`config.mk`:
```
export PLATFORM = sky130hd
export DESIGN_NAME = mem_bus_sched_flat
export DESIGN_NICKNAME = d
export VERILOG_FILES = /design/src/rtl/mem_bus_sched_if.sv /design/src/rtl/mem_bus_sched.sv /design/src/flat_wrapper.sv
export SDC_FILE = /design/constraint.sdc
export NUM_CORES = 2
export LEC_CHECK = 0
export BUFFER_PORTS_ARGS = -buffer_cell sky130_fd_sc_hd__buf_2
export CAP_MARGIN = 20
export CORE_UTILIZATION = 25
export CTS_CLUSTER_DIAMETER = 120
export DETAILED_ROUTE_END_ITERATION = 12
export SYNTH_ARGS = -nofsm -noshare
export SYNTH_HDL_FRONTEND = slang
export SYNTH_SLANG_ARGS = --single-unit
```
`constraint.sdc`:
```
create_clock -name clk -period 3.4 [get_ports clk]
set_input_delay 0.34 -clock clk [delete_from_list [all_inputs] [get_ports clk]]
set_output_delay 0.34 -clock clk [all_outputs]
set_load 0.01 [all_outputs]
```
`src/rtl/mem_bus_sched_if.sv`:
```
// Requester-side bundle for the memory bus scheduler.
// Fetch line reads and LSB loads/stores share one interface.
interface mem_bus_sched_if #(
    parameter int LINE_BYTES = 64
);
    logic                    if_en;
    logic [31:0]             if_pc;
    logic                    if_done;
    logic [8*LINE_BYTES-1:0] if_data;

    logic                    lsb_en;
    logic                    lsb_wr;
    logic [31:0]             lsb_addr;
    logic [2:0]              lsb_len;
    logic [31:0]             lsb_w_data;
    logic                    lsb_done;
    logic [31:0]             lsb_r_data;

    modport master (
        output if_en, if_pc,
        output lsb_en, lsb_wr, lsb_addr, lsb_len, lsb_w_data,
        input  if_done, if_data,
        input  lsb_done, lsb_r_data
    );

    modport slave (
        input  if_en, if_pc,
        input  lsb_en, lsb_wr, lsb_addr, lsb_len, lsb_w_data,
        output if_done, if_data,
        output lsb_done, lsb_r_data
    );
endinterface

```
`src/rtl/mem_bus_sched.sv`:
```
// Byte-wide memory bus scheduler: arbitrates fetch line fills and
// LSB accesses, serialises bytes, handles I/O stalls and rollback.
module mem_bus_sched #(
    parameter int LINE_BYTES   = 64,
    parameter int STARVE_LIMIT = 4
) (
    input  logic           clk,
    input  logic           rst,
    input  logic           rdy,
    input  logic           rollback,
    input  logic [7:0]     mem_din,
    output logic [7:0]     mem_dout,
    output logic [31:0]    mem_a,
    output logic           mem_wr,
    input  logic           io_buffer_full,
    mem_bus_sched_if.slave bus
);

    localparam int CW = $clog2(STARVE_LIMIT + 1);
    localparam logic [CW-1:0] STARVE_MAX = CW'(STARVE_LIMIT);
    localparam logic [6:0] LINE_LEN = 7'(LINE_BYTES);
    localparam logic [31:0] LINE_MASK = ~(32'(LINE_BYTES) - 32'd1);

    typedef enum logic [1:0] {
        IDLE,
        IF_RD,
        LSB_RD,
        LSB_WR
    } state_t;

    state_t state_q, state_d;

    logic [31:0]             base_q;
    logic [31:0]             wdata_q;
    logic [31:0]             a_last_q;
    logic [6:0]              len_q;
    logic [6:0]              idx_q;
    logic [6:0]              cap_idx_q;
    logic                    io_q;
    logic                    cap_vld_q;
    logic [CW-1:0]           starve_q;
    logic [8*LINE_BYTES-1:0] buf_q;
    logic [8*LINE_BYTES-1:0] buf_m;
    logic                    if_done_q;
    logic                    lsb_done_q;
    logic [8*LINE_BYTES-1:0] if_data_q;
    logic [31:0]             lsb_r_data_q;

    logic reading;
    logic driving;
    logic io_stall;
    logic issue;
    logic abort;
    logic last_cap;
    logic wr_last;
    logic can_grant;
    logic grant_if;
    logic grant_lsb;

    always_comb begin
        reading  = (state_q == IF_RD) || (state_q == LSB_RD);
        driving  = (state_q != IDLE) && (idx_q < len_q);
        io_stall = (state_q == LSB_WR) && io_q && io_buffer_full;
        issue    = driving && rdy && !io_stall;
        abort    = reading && rollback;
        last_cap = reading && cap_vld_q
                   && (cap_idx_q == len_q - 7'd1);
        mem_wr   = (state_q == LSB_WR) && issue;
        wr_last  = mem_wr && (idx_q == len_q - 7'd1);
        mem_a    = driving ? base_q + {25'd0, idx_q} : a_last_q;
        mem_dout = 8'h00;
        if (mem_wr) begin
            mem_dout = 8'(wdata_q >> {idx_q[1:0], 3'b000});
        end
    end

    // No grant in a done cycle: the requester still holds en then.
    always_comb begin
        can_grant = (state_q == IDLE) && rdy && !rollback
                    && !if_done_q && !lsb_done_q;
        grant_if  = can_grant && bus.if_en
                    && (!bus.lsb_en || starve_q == STARVE_MAX);
        grant_lsb = can_grant && bus.lsb_en && !grant_if;
    end

    // Incoming byte merged into the line buffer at its lane.
    always_comb begin
        buf_m = buf_q;
        for (int k = 0; k < LINE_BYTES; k++) begin
            if (cap_idx_q == k[6:0]) begin
                buf_m[8*k +: 8] = mem_din;
            end
        end
    end

    always_comb begin
        state_d = state_q;
        unique case (state_q)
            IDLE: begin
                if (grant_if) begin
                    state_d = IF_RD;
                end else if (grant_lsb) begin
                    state_d = bus.lsb_wr ? LSB_WR : LSB_RD;
                end
            end
            IF_RD, LSB_RD: begin
                if (abort || last_cap) begin
                    state_d = IDLE;
                end
            end
            LSB_WR: begin
                if (wr_last) begin
                    state_d = IDLE;
                end
            end
            default: state_d = IDLE;
        endcase
    end

    always_ff @(posedge clk) begin
        if (rst) begin
            state_q <= IDLE;
        end else begin
            state_q <= state_d;
        end
    end

    always_ff @(posedge clk) begin
        if (rst) begin
            base_q       <= '0;
            wdata_q      <= '0;
            a_last_q     <= '0;
            len_q        <= '0;
            idx_q        <= '0;
            cap_idx_q    <= '0;
            io_q         <= 1'b0;
            cap_vld_q    <= 1'b0;
            starve_q     <= '0;
            buf_q        <= '0;
            if_done_q    <= 1'b0;
            lsb_done_q   <= 1'b0;
            if_data_q    <= '0;
            lsb_r_data_q <= '0;
        end else begin
            if_done_q  <= 1'b0;
            lsb_done_q <= 1'b0;
            a_last_q   <= mem_a;
            cap_vld_q  <= issue && reading && !abort;
            cap_idx_q  <= idx_q;
            if (issue) begin
                idx_q <= idx_q + 7'd1;
            end
            if (cap_vld_q) begin
                buf_q <= buf_m;
            end
            if (grant_if) begin
                base_q   <= bus.if_pc & LINE_MASK;
                len_q    <= LINE_LEN;
                idx_q    <= '0;
                buf_q    <= '0;
                io_q     <= 1'b0;
                starve_q <= '0;
            end
            if (grant_lsb) begin
                base_q  <= bus.lsb_addr;
                len_q   <= {4'd0, bus.lsb_len};
                wdata_q <= bus.lsb_w_data;
                io_q    <= (bus.lsb_addr[17:16] == 2'b11);
                idx_q   <= '0;
                buf_q   <= '0;
                if (bus.if_en && starve_q != STARVE_MAX) begin
                    starve_q <= starve_q + 1'b1;
                end
            end
            if (last_cap && !abort) begin
                if (state_q == IF_RD) begin
                    if_done_q <= 1'b1;
                    if_data_q <= buf_m;
                end else begin
                    lsb_done_q   <= 1'b1;
                    lsb_r_data_q <= buf_m[31:0];
                end
            end
            if (wr_last) begin
                lsb_done_q <= 1'b1;
            end
        end
    end

    assign bus.if_done    = if_done_q;
    assign bus.if_data    = if_data_q;
    assign bus.lsb_done   = lsb_done_q;
    assign bus.lsb_r_data = lsb_r_data_q;

endmodule

```
`src/flat_wrapper.sv`:
```
// flat-port wrapper written by rule: the top's interface ports become plain ports
module mem_bus_sched_flat 
#(
    parameter int LINE_BYTES   = 64,
    parameter int STARVE_LIMIT = 4
)
  (clk, rst, rdy, rollback, mem_din, mem_dout, mem_a, mem_wr, io_buffer_full, bus_if_en, bus_if_pc, bus_lsb_en, bus_lsb_wr, bus_lsb_addr, bus_lsb_len, bus_lsb_w_data, bus_if_done, bus_if_data, bus_lsb_done, bus_lsb_r_data);
  mem_bus_sched_if #(.LINE_BYTES(LINE_BYTES)) bus_i ();
  input  logic clk;
  input  logic rst;
  input  logic rdy;
  input  logic rollback;
  input  logic [7:0] mem_din;
  output logic [7:0] mem_dout;
  output logic [31:0] mem_a;
  output logic mem_wr;
  input  logic io_buffer_full;
  input wire logic [$bits(bus_i.if_en)-1:0] bus_if_en;
  input wire logic [$bits(bus_i.if_pc)-1:0] bus_if_pc;
  input wire logic [$bits(bus_i.lsb_en)-1:0] bus_lsb_en;
  input wire logic [$bits(bus_i.lsb_wr)-1:0] bus_lsb_wr;
  input wire logic [$bits(bus_i.lsb_addr)-1:0] bus_lsb_addr;
  input wire logic [$bits(bus_i.lsb_len)-1:0] bus_lsb_len;
  input wire logic [$bits(bus_i.lsb_w_data)-1:0] bus_lsb_w_data;
  output wire logic [$bits(bus_i.if_done)-1:0] bus_if_done;
  output wire logic [$bits(bus_i.if_data)-1:0] bus_if_data;
  output wire logic [$bits(bus_i.lsb_done)-1:0] bus_lsb_done;
  output wire logic [$bits(bus_i.lsb_r_data)-1:0] bus_lsb_r_data;
  assign bus_i.if_en = bus_if_en;
  assign bus_i.if_pc = bus_if_pc;
  assign bus_i.lsb_en = bus_lsb_en;
  assign bus_i.lsb_wr = bus_lsb_wr;
  assign bus_i.lsb_addr = bus_lsb_addr;
  assign bus_i.lsb_len = bus_lsb_len;
  assign bus_i.lsb_w_data = bus_lsb_w_data;
  assign bus_if_done = bus_i.if_done;
  assign bus_if_data = bus_i.if_data;
  assign bus_lsb_done = bus_i.lsb_done;
  assign bus_lsb_r_data = bus_i.lsb_r_data;
  mem_bus_sched #(.LINE_BYTES(LINE_BYTES), .STARVE_LIMIT(STARVE_LIMIT)) u_core (.clk(clk), .rst(rst), .rdy(rdy), .rollback(rollback), .mem_din(mem_din), .mem_dout(mem_dout), .mem_a(mem_a), .mem_wr(mem_wr), .io_buffer_full(io_buffer_full), .bus(bus_i));
endmodule
```
==> results.yml <==
layout:
  utilization: 0.324
  multi_input_area_um2: 23200
  syn_to_final_growth_pct: 28.6
  layout-drive-gt1-share: 0.207
  fill_cells: 19900
  seq_area_um2: 23600
  finalInstanceArea_um2: 62400
  final_common_cell: "dfxtp_1"
  mostFrequentLayoutCells: "1,170 x dfxtp_1, 967 x nor2_1, 696 x nand2_1"
  finalNetCount: 6367
die:
  pin_count: 702
  die_area_um2: 196000
  die_w_um: 442
  coreArea_um2: 193000
  die_h_um: 442
  num_rows: 161
  start_util: 0.252
detailed_routing:
  drt-met1-wl_um: 75300
  routed-wl-met3_um: 8920
  drc: 0
  top_layer: "met4"
  routed-wl-met2_um: 84900
  vias: 44100
  first_pass_iters: 6
  viasPerCell: 4.97
  first_iter_violations: 3115
  avgRoutedWirePerCell_um: 20.3
  drtAntennaViolNets: 0
  drt-total-wl_um: 180000
synth:
  syn-mean-instance-area_um2: 8.70
  netlist_area_um2: 48500
  synth_edf_count: 0
  synthesis.nets: 5711
  yosysUniqueCellTypes: 56
  synth_ff_type: "dfxtp_1"
  ys_seq_area_frac: 0.487
  yosys_warnings: 0
  ys_async_sr_fraction: 0
  synth_cells: 5576
  ys_ff_latch: 1179
setup_path:
  critPathCaptureType: "output pin"
  arrival_ns: 3.19
  cpPeakStageDelay_ns: 0.50
  path_buf_inv: 3
  cp-start-kind: "flop"
  critPathKind: "reg2out"
  critPathMostFrequentCell: "buf_6"
  rrSetupSlack_ns: 0.15
  path_cells: "buf_6 > ha_4 > or4_4 > a211oi_4 > nand2_4 > buf_8 > or4b_4 > nand3_2 > buf_6"
  cpMaxStageDelayCell: "or4b_4"
  cp.required_ns: 3.06
  path_max_fanout: 7
  cp_top_family: "simple AND/OR/NAND/NOR gates"
clock_tree:
  cts_sinks: 1179
  cts_buffers: 135
  clkSlewWorstSetupHoldPaths_ns: 0.06
  cts_tree: "built"
  clk_latency_ns: 0.79
  ctsLongestPathBuffers: 3
  root_buffer: "clkbuf_16"
  htreeDepth: 4
sta:
  whs_ns: 0.0778
  layout_setup_ws_ns: -0.128
  clock.fmax_mhz: 283
  setup_viol: 15
  finalCritPeriodShare: 1.04
  slew_viol_final: 0
  worstMarginPinSlew_ns: 1.09
  slew_headroom: 0.274
  hold_viol_final: 0
  rsz0062_at_grt: "yes"
  fin_skew_ns: 0.0357
  period_needed_ns: 3.53
  finalSetupTns_ns: -1.08
grt:
  antenna_found_initial: 8
  grt.overflow.total: 0
  track_usage: 0.175
  grt_max_degree: 179
  grt_pass1_wl_um: 265000
  first_global_vias: 41900
run:
  maxCapViolations: 0
placement:
  placedInstanceArea_um2: 55300
  place_hpwl_um: 117000
  place_congestion: 0.837
  io_buffer_count: 695
outcome:
  status: "finished with violations"
  violations: "setup timing"
power_and_ir_drop:
  ir_drop_v: 0.000362
  leakage_nw: 24.3
  p_per_area_nw_per_um2: 485
hold_path:
  hold_path_class: "in2reg"
==> cells in the mapped netlist (4+ instances only) <==
| library cell | number | share of area |
|---|---|---|
| dfxtp_1 | 1179 | 0.49 |
| xnor2_1 | 8 | 0.0014 |
| nand2b_1 | 5 | 0.00064 |
| or3_1 | 7 | 0.00090 |
| o2111ai_1 | 7 | 0.0013 |
| a31oi_1 | 13 | 0.0017 |
| a21o_1 | 7 | 0.0011 |
| buf_4 | 45 | 0.0070 |
| a21oi_1 | 216 | 0.022 |
| nand3_1 | 546 | 0.056 |
| nor2_2 | 18 | 0.0023 |
| nand4_1 | 8 | 0.0010 |
| nor3_1 | 9 | 0.00093 |
| a311oi_1 | 348 | 0.063 |
| ha_1 | 19 | 0.0049 |
| inv_1 | 22 | 0.0017 |
| nor4_1 | 4 | 0.00052 |
| nand2_1 | 703 | 0.054 |
| mux2i_1 | 552 | 0.11 |
| a22oi_1 | 9 | 0.0014 |
| and3_1 | 8 | 0.0010 |
| clkbuf_1 | 392 | 0.030 |
| or2_2 | 6 | 0.00077 |
| o211ai_1 | 12 | 0.0019 |
| or4_1 | 7 | 0.0011 |
| o21ai_0 | 17 | 0.0018 |
| mux4_2 | 8 | 0.0037 |
| a211oi_1 | 235 | 0.036 |
| nor2b_1 | 8 | 0.0010 |
| nor2_1 | 983 | 0.076 |
| and4_1 | 6 | 0.0011 |
| xor2_1 | 20 | 0.0036 |
| buf_1 | 13 | 0.0010 |
| and2_1 | 19 | 0.0025 |
| buf_2 | 90 | 0.0093 |
==> sequential cells by signal, indices dropped and copies added, names as in the netlist, 2 cells and up <==
name / count
u_core.a_last_q: 32
u_core.base_q: 32
u_core.buf_q: 512
u_core.bus.if_data: 512
u_core.bus.lsb_r_data: 32
u_core.cap_idx_q: 7
u_core.idx_q: 7
u_core.len_q: 4
u_core.starve_q: 3
u_core.state_q: 2
u_core.wdata_q: 32
==> routing by layer <==
metal	up-vias	global-route usage
met5	-	0
met4	0	0.107
met3	402	0.0292
met2	1414	0.287
met1	21400	0.215
li1	20900	-
==> cells by family after synthesis <==
logic type / after synthesis / synth area share
compound gates: 874 / 0.133
xor+xnor: 28 / 0.00506
fa+ha+maj: 20 / 0.00531
buf+inv: 564 / 0.0496
flops: 1179 / 0.487
mux: 560 / 0.118
simple gates: 2351 / 0.203
==> path summary, 6_finish.rpt <==
path,from,to,depth (start not counted)
min,mem_din[2],u_core.buf_q[506],3
max,u_core.idx_q[2],mem_a[30],9
min reg2reg,u_core.buf_q[495],u_core.buf_q[495],2
max reg2reg,u_core.len_q[1],u_core.bus.if_data[30],12
==> power by group <==
part | switching [W] | leakage (nW) | internal, W
Sequential | 0.0000690 | 9.50 | 0.0139
Combinational | 0.00107 | 12.6 | 0.000542
Clock | 0.00612 | 2.22 | 0.00858
==> per-stage QoR <==
stage	total power [W]	setup WS, ns	instances
3_3_place_gp	0.0156	0.160	8454
5_1_grt	0.0313	-0.244	8868
2_1_floorplan	0.0149	0.290	5576
3_5_place_dp	0.0156	0.0737	8455
4_1_cts	0.0306	-0.193	8855
6_report	0.0303	-0.128	8870
==> worst reg2reg max path, delay by kind of cell (launching register included) <==
| family | cells | cell delay, ns |
|---|---|---|
| AOI/OAI and AO/OA | 2 | 0.47 |
| xor gates and xnor gates | 2 | 0.34 |
| adders and majority gates | 2 | 0.46 |
| buffers and inverters | 4 | 0.84 |
| DFF | 1 | 0.34 |
| and+or+nand+nor | 2 | 0.67 |
==> area by class of cell <==
| cell class | instances | area share |
|---|---|---|
| sequential | 1179 | 0.379 |
| multi-input combinational | 3834 | 0.373 |
| timing repair buffer | 1059 | 0.124 |
| clock buffer | 198 | 0.0640 |
| tap | 2526 | 0.0507 |
| clock inverter | 44 | 0.00810 |
| inverter | 22 | 0.00136 |
| antenna | 7 | 0.000281 |
| timing repair inverter | 1 | 0.000120 |
==> repair_timing <==
action | in CTS | in global routing
pin swaps | 34 | 20
cloned | 9 | 1
endpoints found under the hold margin | 127 | 0
setup endpoints to repair | 41 | 179
hold buffers | 119 | 0
resized for setup | 148 | 56
buffers inserted | 33 | 12
Power figures use the tool's default switching activity.
